[config.mk]
export PLATFORM = sky130hd
export DESIGN_NAME = countdown_timer_bcd
export DESIGN_NICKNAME = d
export VERILOG_FILES = /design/src/rtl/countdown_timer_bcd.sv
export SDC_FILE = /design/constraint.sdc
export NUM_CORES = 1
export LEC_CHECK = 0
export CELL_PAD_IN_SITES_DETAIL_PLACEMENT = 1
export CELL_PAD_IN_SITES_GLOBAL_PLACEMENT = 1
export CORE_UTILIZATION = 39
export CTS_CLUSTER_SIZE = 10
export DETAILED_ROUTE_END_ITERATION = 8
export PLACE_DENSITY_LB_ADDON = 0.1
export SKIP_LAST_GASP = 1
export SLEW_MARGIN = 5
export SYNTH_ARGS = -nofsm -noshare
export SYNTH_HDL_FRONTEND = slang
export SYNTH_SLANG_ARGS = --single-unit
[constraint.sdc]
create_clock -name clk_100mhz -period 5 [get_ports clk_100mhz]
set_clock_uncertainty 0.1 [all_clocks]
set_input_delay 0.5 -clock clk_100mhz [delete_from_list [all_inputs] [get_ports clk_100mhz]]
set_output_delay 0.5 -clock clk_100mhz [all_outputs]
set_load 0.02 [all_outputs]
[src/rtl/countdown_timer_bcd.sv]
// MM:SS BCD countdown timer for the seven-segment display mux.
// The 250 ms slow clock from the divider is synchronized into clk_100mhz and
// edge-detected to form a tick; TICKS_PER_SEC ticks decrement one second.
//
// state    | meaning
// ---------+------------------------------------------------------------
// ST_IDLE  | stopped; load latches a new time, start runs if time != 0
// ST_RUN   | counting down on ticks; pause suspends, load is ignored
// ST_PAUSE | time and prescaler frozen; start resumes, load returns to IDLE
// ST_DONE  | reached 00:00; alarm follows slow_clk, load returns to IDLE
module countdown_timer_bcd #(
    parameter int TICKS_PER_SEC = 4,
    parameter int SYNC_STAGES   = 2
) (
    input  logic       clk_100mhz,
    input  logic       rst,
    input  logic       slow_clk,
    input  logic       load,
    input  logic [7:0] load_min,
    input  logic [7:0] load_sec,
    input  logic       start,
    input  logic       pause,
    output logic [7:0] disp_min,
    output logic [7:0] disp_sec,
    output logic       running,
    output logic       done,
    output logic       alarm
);

    typedef enum logic [1:0] {
        ST_IDLE  = 2'd0,
        ST_RUN   = 2'd1,
        ST_PAUSE = 2'd2,
        ST_DONE  = 2'd3
    } state_t;

    localparam logic [7:0] PRE_MAX = 8'(TICKS_PER_SEC - 1);

    state_t                 state;
    logic [7:0]             prescaler;
    logic [SYNC_STAGES-1:0] sync_q;
    logic                   hist_q;
    logic                   slow_sync;
    logic                   tick;
    logic [15:0]            dec_val;
    logic                   dec_zero;
    logic                   time_zero;
    logic                   last_tick;
    logic [7:0]             san_min;
    logic [7:0]             san_sec;

    // Clamp each digit to 9, seconds tens to 5.
    function automatic logic [7:0] sanitize(input logic [7:0] val, input logic [3:0] tens_max);
        logic [3:0] tens;
        logic [3:0] ones;
        tens = (val[7:4] > tens_max) ? tens_max : val[7:4];
        ones = (val[3:0] > 4'd9) ? 4'd9 : val[3:0];
        return {tens, ones};
    endfunction

    // Subtract one second from a non-zero MM:SS value with BCD borrows.
    function automatic logic [15:0] bcd_dec(input logic [7:0] mins, input logic [7:0] secs);
        logic [3:0] m_tens;
        logic [3:0] m_ones;
        logic [3:0] s_tens;
        logic [3:0] s_ones;
        {m_tens, m_ones} = mins;
        {s_tens, s_ones} = secs;
        if (s_ones != 4'd0) begin
            s_ones = s_ones - 4'd1;
        end else if (s_tens != 4'd0) begin
            s_ones = 4'd9;
            s_tens = s_tens - 4'd1;
        end else begin
            s_ones = 4'd9;
            s_tens = 4'd5;
            if (m_ones != 4'd0) begin
                m_ones = m_ones - 4'd1;
            end else begin
                m_ones = 4'd9;
                m_tens = m_tens - 4'd1;
            end
        end
        return {m_tens, m_ones, s_tens, s_ones};
    endfunction

    // Bring slow_clk into the clk_100mhz domain and keep one history bit for edge detection.
    always_ff @(posedge clk_100mhz) begin
        if (rst) begin
            sync_q <= '0;
            hist_q <= 1'b0;
        end else begin
            sync_q <= {sync_q[SYNC_STAGES-2:0], slow_clk};
            hist_q <= sync_q[SYNC_STAGES-1];
        end
    end

    assign slow_sync = sync_q[SYNC_STAGES-1];
    assign tick      = slow_sync & ~hist_q;

    assign dec_val   = bcd_dec(disp_min, disp_sec);
    assign dec_zero  = (dec_val == 16'h0000);
    assign time_zero = (disp_min == 8'h00) && (disp_sec == 8'h00);
    assign last_tick = tick && (prescaler == PRE_MAX);
    assign san_min   = sanitize(load_min, 4'd9);
    assign san_sec   = sanitize(load_sec, 4'd5);

    // Control FSM: strobes resolve as load > start > pause; all outputs registered here.
    always_ff @(posedge clk_100mhz) begin
        if (rst) begin
            state     <= ST_IDLE;
            prescaler <= 8'd0;
            disp_min  <= 8'h00;
            disp_sec  <= 8'h00;
            running   <= 1'b0;
            done      <= 1'b0;
            alarm     <= 1'b0;
        end else begin
            done  <= 1'b0;
            alarm <= 1'b0;
            case (state)
                ST_IDLE: begin
                    running <= 1'b0;
                    if (load) begin
                        disp_min  <= san_min;
                        disp_sec  <= san_sec;
                        prescaler <= 8'd0;
                    end else if (start && !time_zero) begin
                        state   <= ST_RUN;
                        running <= 1'b1;
                    end
                end
                ST_RUN: begin
                    running <= 1'b1;
                    if (tick) begin
                        if (prescaler == PRE_MAX) begin
                            prescaler <= 8'd0;
                            disp_min  <= dec_val[15:8];
                            disp_sec  <= dec_val[7:0];
                            if (dec_zero) begin
                                state   <= ST_DONE;
                                running <= 1'b0;
                                done    <= 1'b1;
                            end
                        end else begin
                            prescaler <= prescaler + 8'd1;
                        end
                    end
                    // A tick landing with pause is still counted; reaching zero wins over pause.
                    if (!load && !start && pause && !(last_tick && dec_zero)) begin
                        state   <= ST_PAUSE;
                        running <= 1'b0;
                    end
                end
                ST_PAUSE: begin
                    running <= 1'b0;
                    if (load) begin
                        disp_min  <= san_min;
                        disp_sec  <= san_sec;
                        prescaler <= 8'd0;
                        state     <= ST_IDLE;
                    end else if (start) begin
                        state   <= ST_RUN;
                        running <= 1'b1;
                    end
                end
                ST_DONE: begin
                    running <= 1'b0;
                    if (load) begin
                        disp_min  <= san_min;
                        disp_sec  <= san_sec;
                        prescaler <= 8'd0;
                        state     <= ST_IDLE;
                    end else begin
                        alarm <= slow_sync;
                    end
                end
                default: begin
                    state   <= ST_IDLE;
                    running <= 1'b0;
                end
            endcase
        end
    end

endmodule

==> metrics.log <==
INFO  metric synth_seq_area_share = 0.357
INFO  metric netSwitchingFraction = 0.332
INFO  metric yosys_warnings = 0
INFO  metric die_height = 69.9 um
INFO  metric synth_ff_type = dfxtp_1
INFO  metric clock_tree.htree_level_count = 2
INFO  metric cp.required = 5.10 ns
INFO  metric worstPathBufferInverterCount = 0
INFO  metric relSlewSlack = 0.393
INFO  metric cell_internal_pwr = 451 uW
INFO  metric worstPathCellList = ha_1 > or4b_1 > nor4_4 > o21ai_2 > or3_2 > a31oi_1
INFO  metric hold_buffers = 0
INFO  metric synthDominantCellAreaShare = 0.357
INFO  metric post_route_cells_drive_above_1_share = 0.0814
INFO  metric netsw = 224 uW
INFO  metric post_cts.resized_instances = 0
INFO  metric worst_setup_hold_path_clk_slew = 0.06 ns
INFO  metric first_pass_grt_wire_length = 8400 um
INFO  metric cellLeakagePower = about 0.00081 uW
INFO  metric pwr-share-seq = 0.437
INFO  metric synth_top_cells_by_count = dfxtp_1 (32), nor2_1 (25), o21ai_0 (20)
INFO  metric first_global_vias = 1,750
INFO  metric post-route-drc-count = 0
INFO  metric post-synth-top-area-cell = dfxtp_1
INFO  metric setup_total_negative_slack = 0 ns
INFO  metric worst_slew_pin_slew = 0.902 ns
INFO  metric max_clock_freq = 398 MHz
INFO  metric post_drt_via_cell_ratio = ~5.7
INFO  metric irDropWorstVdd = about 0.00012 V
INFO  metric cts_inserted_buffers = 5
INFO  metric max-cap-violations = 0
INFO  metric cts.root.buffer_cell = clkbuf_8
INFO  metric count_of_flip_flops_with_a_built_in_enable_after_synthesis = 0
INFO  metric die_width = ~70 um
INFO  metric syn_avg_cell_area = 8.13 um2
INFO  metric gr-usage-all-layers = 0.213
INFO  metric p_comb_frac = 0.285
INFO  metric detailed_place_hpwl = roughly 3500 um
INFO  metric diodes = 0
INFO  metric critPathKind = flip-flop to flip-flop
INFO  metric globalplace.congestion = 0.784
INFO  metric postCtsSetupBuffers = 0
INFO  metric detailedRoute.firstPassIterationCount = 5
INFO  metric slew_viol_final = 0
INFO  metric fp.dieArea = slightly below 5000 um2
INFO  metric max_stage_delay = around 0.5 ns
INFO  metric post_synth_num_cell_types = 52
INFO  metric timing.critical_path.to_type = flip-flop
INFO  metric finalWirelength = 4960 um
INFO  metric core.rowCount = 24
INFO  metric clock_power_share = 0.278
INFO  metric detail_route.wl_per_cell = 16.0 um
INFO  metric initial_core_util = 0.410
INFO  metric clock_sink_count = 32
INFO  metric antenna_violation_net_count_after_detailed_routing = 0
INFO  metric drt-initial-drc-count = 82
INFO  metric clock_path_buffers = 2
INFO  metric area_delta_synth_final = 26.5%
INFO  metric netlist_instances = 221
INFO  metric worst-endpoint-arrival = around 2.6 ns
INFO  metric io-pin-count = 41
INFO  metric crit_family = simple AND/OR/NAND/NOR gates
INFO  metric grt_start_max_net_pins = 24
INFO  metric port_buffers = 40
INFO  metric post_synth_instance_area = 1800 um2
INFO  metric synth.top_cells.by_area = dfxtp_1 (36%), o21ai_0 (5.6%), a21oi_1 (5.3%), nor2_1 (5.2%), nand2_1 (3.3%)
INFO  metric nets = 283
INFO  metric globalRouteOverflowTotal = 0
INFO  metric critical_path.startpoint_type = flip-flop
INFO  metric fin_crit_sh = 0.503
INFO  metric hold_class = flip-flop to flip-flop
INFO  metric cts_tree = yes
INFO  metric rsz0062_at_grt = false
INFO  metric antenna_found_initial = 0
INFO  metric synth_async_sr_flop_share = 0
INFO  metric worst_slack = 2.49 ns
INFO  metric result_of_the_run = finished, final reports clean
INFO  metric route.vias.total = 1,770
INFO  metric power_per_cell_area = between 200 and 300 nW/um2
INFO  metric finalHoldViolCount = 0
INFO  metric final_critical_path_required_period = ~2.5 ns
INFO  metric insertion_delay = 0.28 ns
INFO  metric yosysMostFrequentCell = dfxtp_1
INFO  metric core = 4380 um2
INFO  metric place_worst_setup_slack = 2.42 ns
INFO  metric timing.critical_path.fanout_max = 18
INFO  metric critical_path.slowest_cell = or3_2
INFO  metric finalSetupViolations = 0
INFO  metric flip_flop_and_latch_count_after_synthesis = 32
INFO  metric synth_net_count = 246
==> path summary, 6_finish.rpt <==
path / startpoint / to / slack (ns) / cells past startpoint
worst max-delay path: prescaler[0] / disp_sec[0] / 2.49 / 6
worst min-delay path: sync_q[0] / sync_q[1] / 0.37 / 1
worst max register to register: prescaler[0] / disp_sec[0] / 2.49 / 6
worst min register to register: sync_q[0] / sync_q[1] / 0.37 / 1
==> final cells by class <==
class / count / area [um2]
clock buffer: 6 / 72.6
clock inverter: 1 / 5.00
fill: 543 / 2110
inverter: 5 / 18.8
multi-input combinational: 173 / 1060
sequential: 32 / 641
tap: 52 / 65.1
timing repair buffer: 41 / 408
==> cells by family after synthesis <==
kind of cell / count (synthesis) / share of synthesized area
muxes: 3 / 0.0181
and+or+nand+nor: 95 / 0.292
adders and majority gates: 3 / 0.0209
xor gates and xnor gates: 7 / 0.0341
DFF: 32 / 0.357
AOI/OAI and AO/OA: 65 / 0.226
buffers and inverters: 16 / 0.0515
==> layout by cell type (no fill, tap or decap), types with 2 or more instances in the layout <==
master / synthesis / routed
a31oi_1: 3 / 3
a21oi_1: 19 / 19
o21a_1: 3 / 3
xnor2_1: 3 / 3
mux2_2: 2 / 2
and2_1: 2 / 2
nor3_1: 10 / 10
nand3_1: 2 / 2
nor2_1: 25 / 25
o31ai_1: 2 / 2
a221oi_1: 3 / 3
or3_1: 2 / 2
nand3b_1: 3 / 3
nor2b_1: 8 / 8
dfxtp_1: 32 / 32
nor4_1: 2 / 2
o21ai_2: 2 / 2
o211ai_1: 4 / 4
xor2_1: 4 / 4
clkbuf_8: 1 / 5
nand4_1: 9 / 9
inv_1: 5 / 5
and3_1: 4 / 4
clkdlybuf4s50_1: 0 / 40
o21ai_0: 20 / 20
or4_4: 2 / 2
ha_1: 3 / 3
nand2_1: 16 / 16
==> power groups by stage <==
stage	sequential (uW)	combinational (uW)	clock, uW
6_report	295	192	188
5_1_grt	299	213	203
3_5_place_dp	301	193	0
4_1_cts	296	194	195
2_1_floorplan	310	112	0
3_3_place_gp	300	190	0
==> metal layers <==
layer | track usage | vias up | part of all wire
met1 | 0.277 | 840 | 0.47
met5 | 0 | - | 0
met4 | 0.0822 | 0 | 0.015
met2 | 0.355 | 38 | 0.48
li1 | - | 885 | -
met3 | 0.0317 | 7 | 0.035
==> state kept, by name, indices dropped and copies added, names as in the netlist <==
name	count
done	1
state	2
hist_q	1
sync_q	2
disp_min	8
alarm	1
disp_sec	8
running	1
prescaler	8
==> worst reg2reg max path, stage by stage, from the launching register on <==
cell and delay [ns]:
dfxtp_1 0.42, ha_1 0.24, or4b_1 0.49, nor4_4 0.23, o21ai_2 0.28, or3_2 0.51, a31oi_1 0.16
==> per-stage QoR <==
step	cell area, um2	cells	hold WS [ns]	total power [uW]	util
2_1_floorplan	1800	221	0.314	422	-
6_report	2270	310	0.370	675	0.519
4_1_cts	2270	310	0.374	684	0.519
3_3_place_gp	2200	303	0.316	490	0.501
3_5_place_dp	2200	303	0.362	494	0.501
5_1_grt	2270	310	0.391	715	0.519
(Power assumes the default switching activity.)
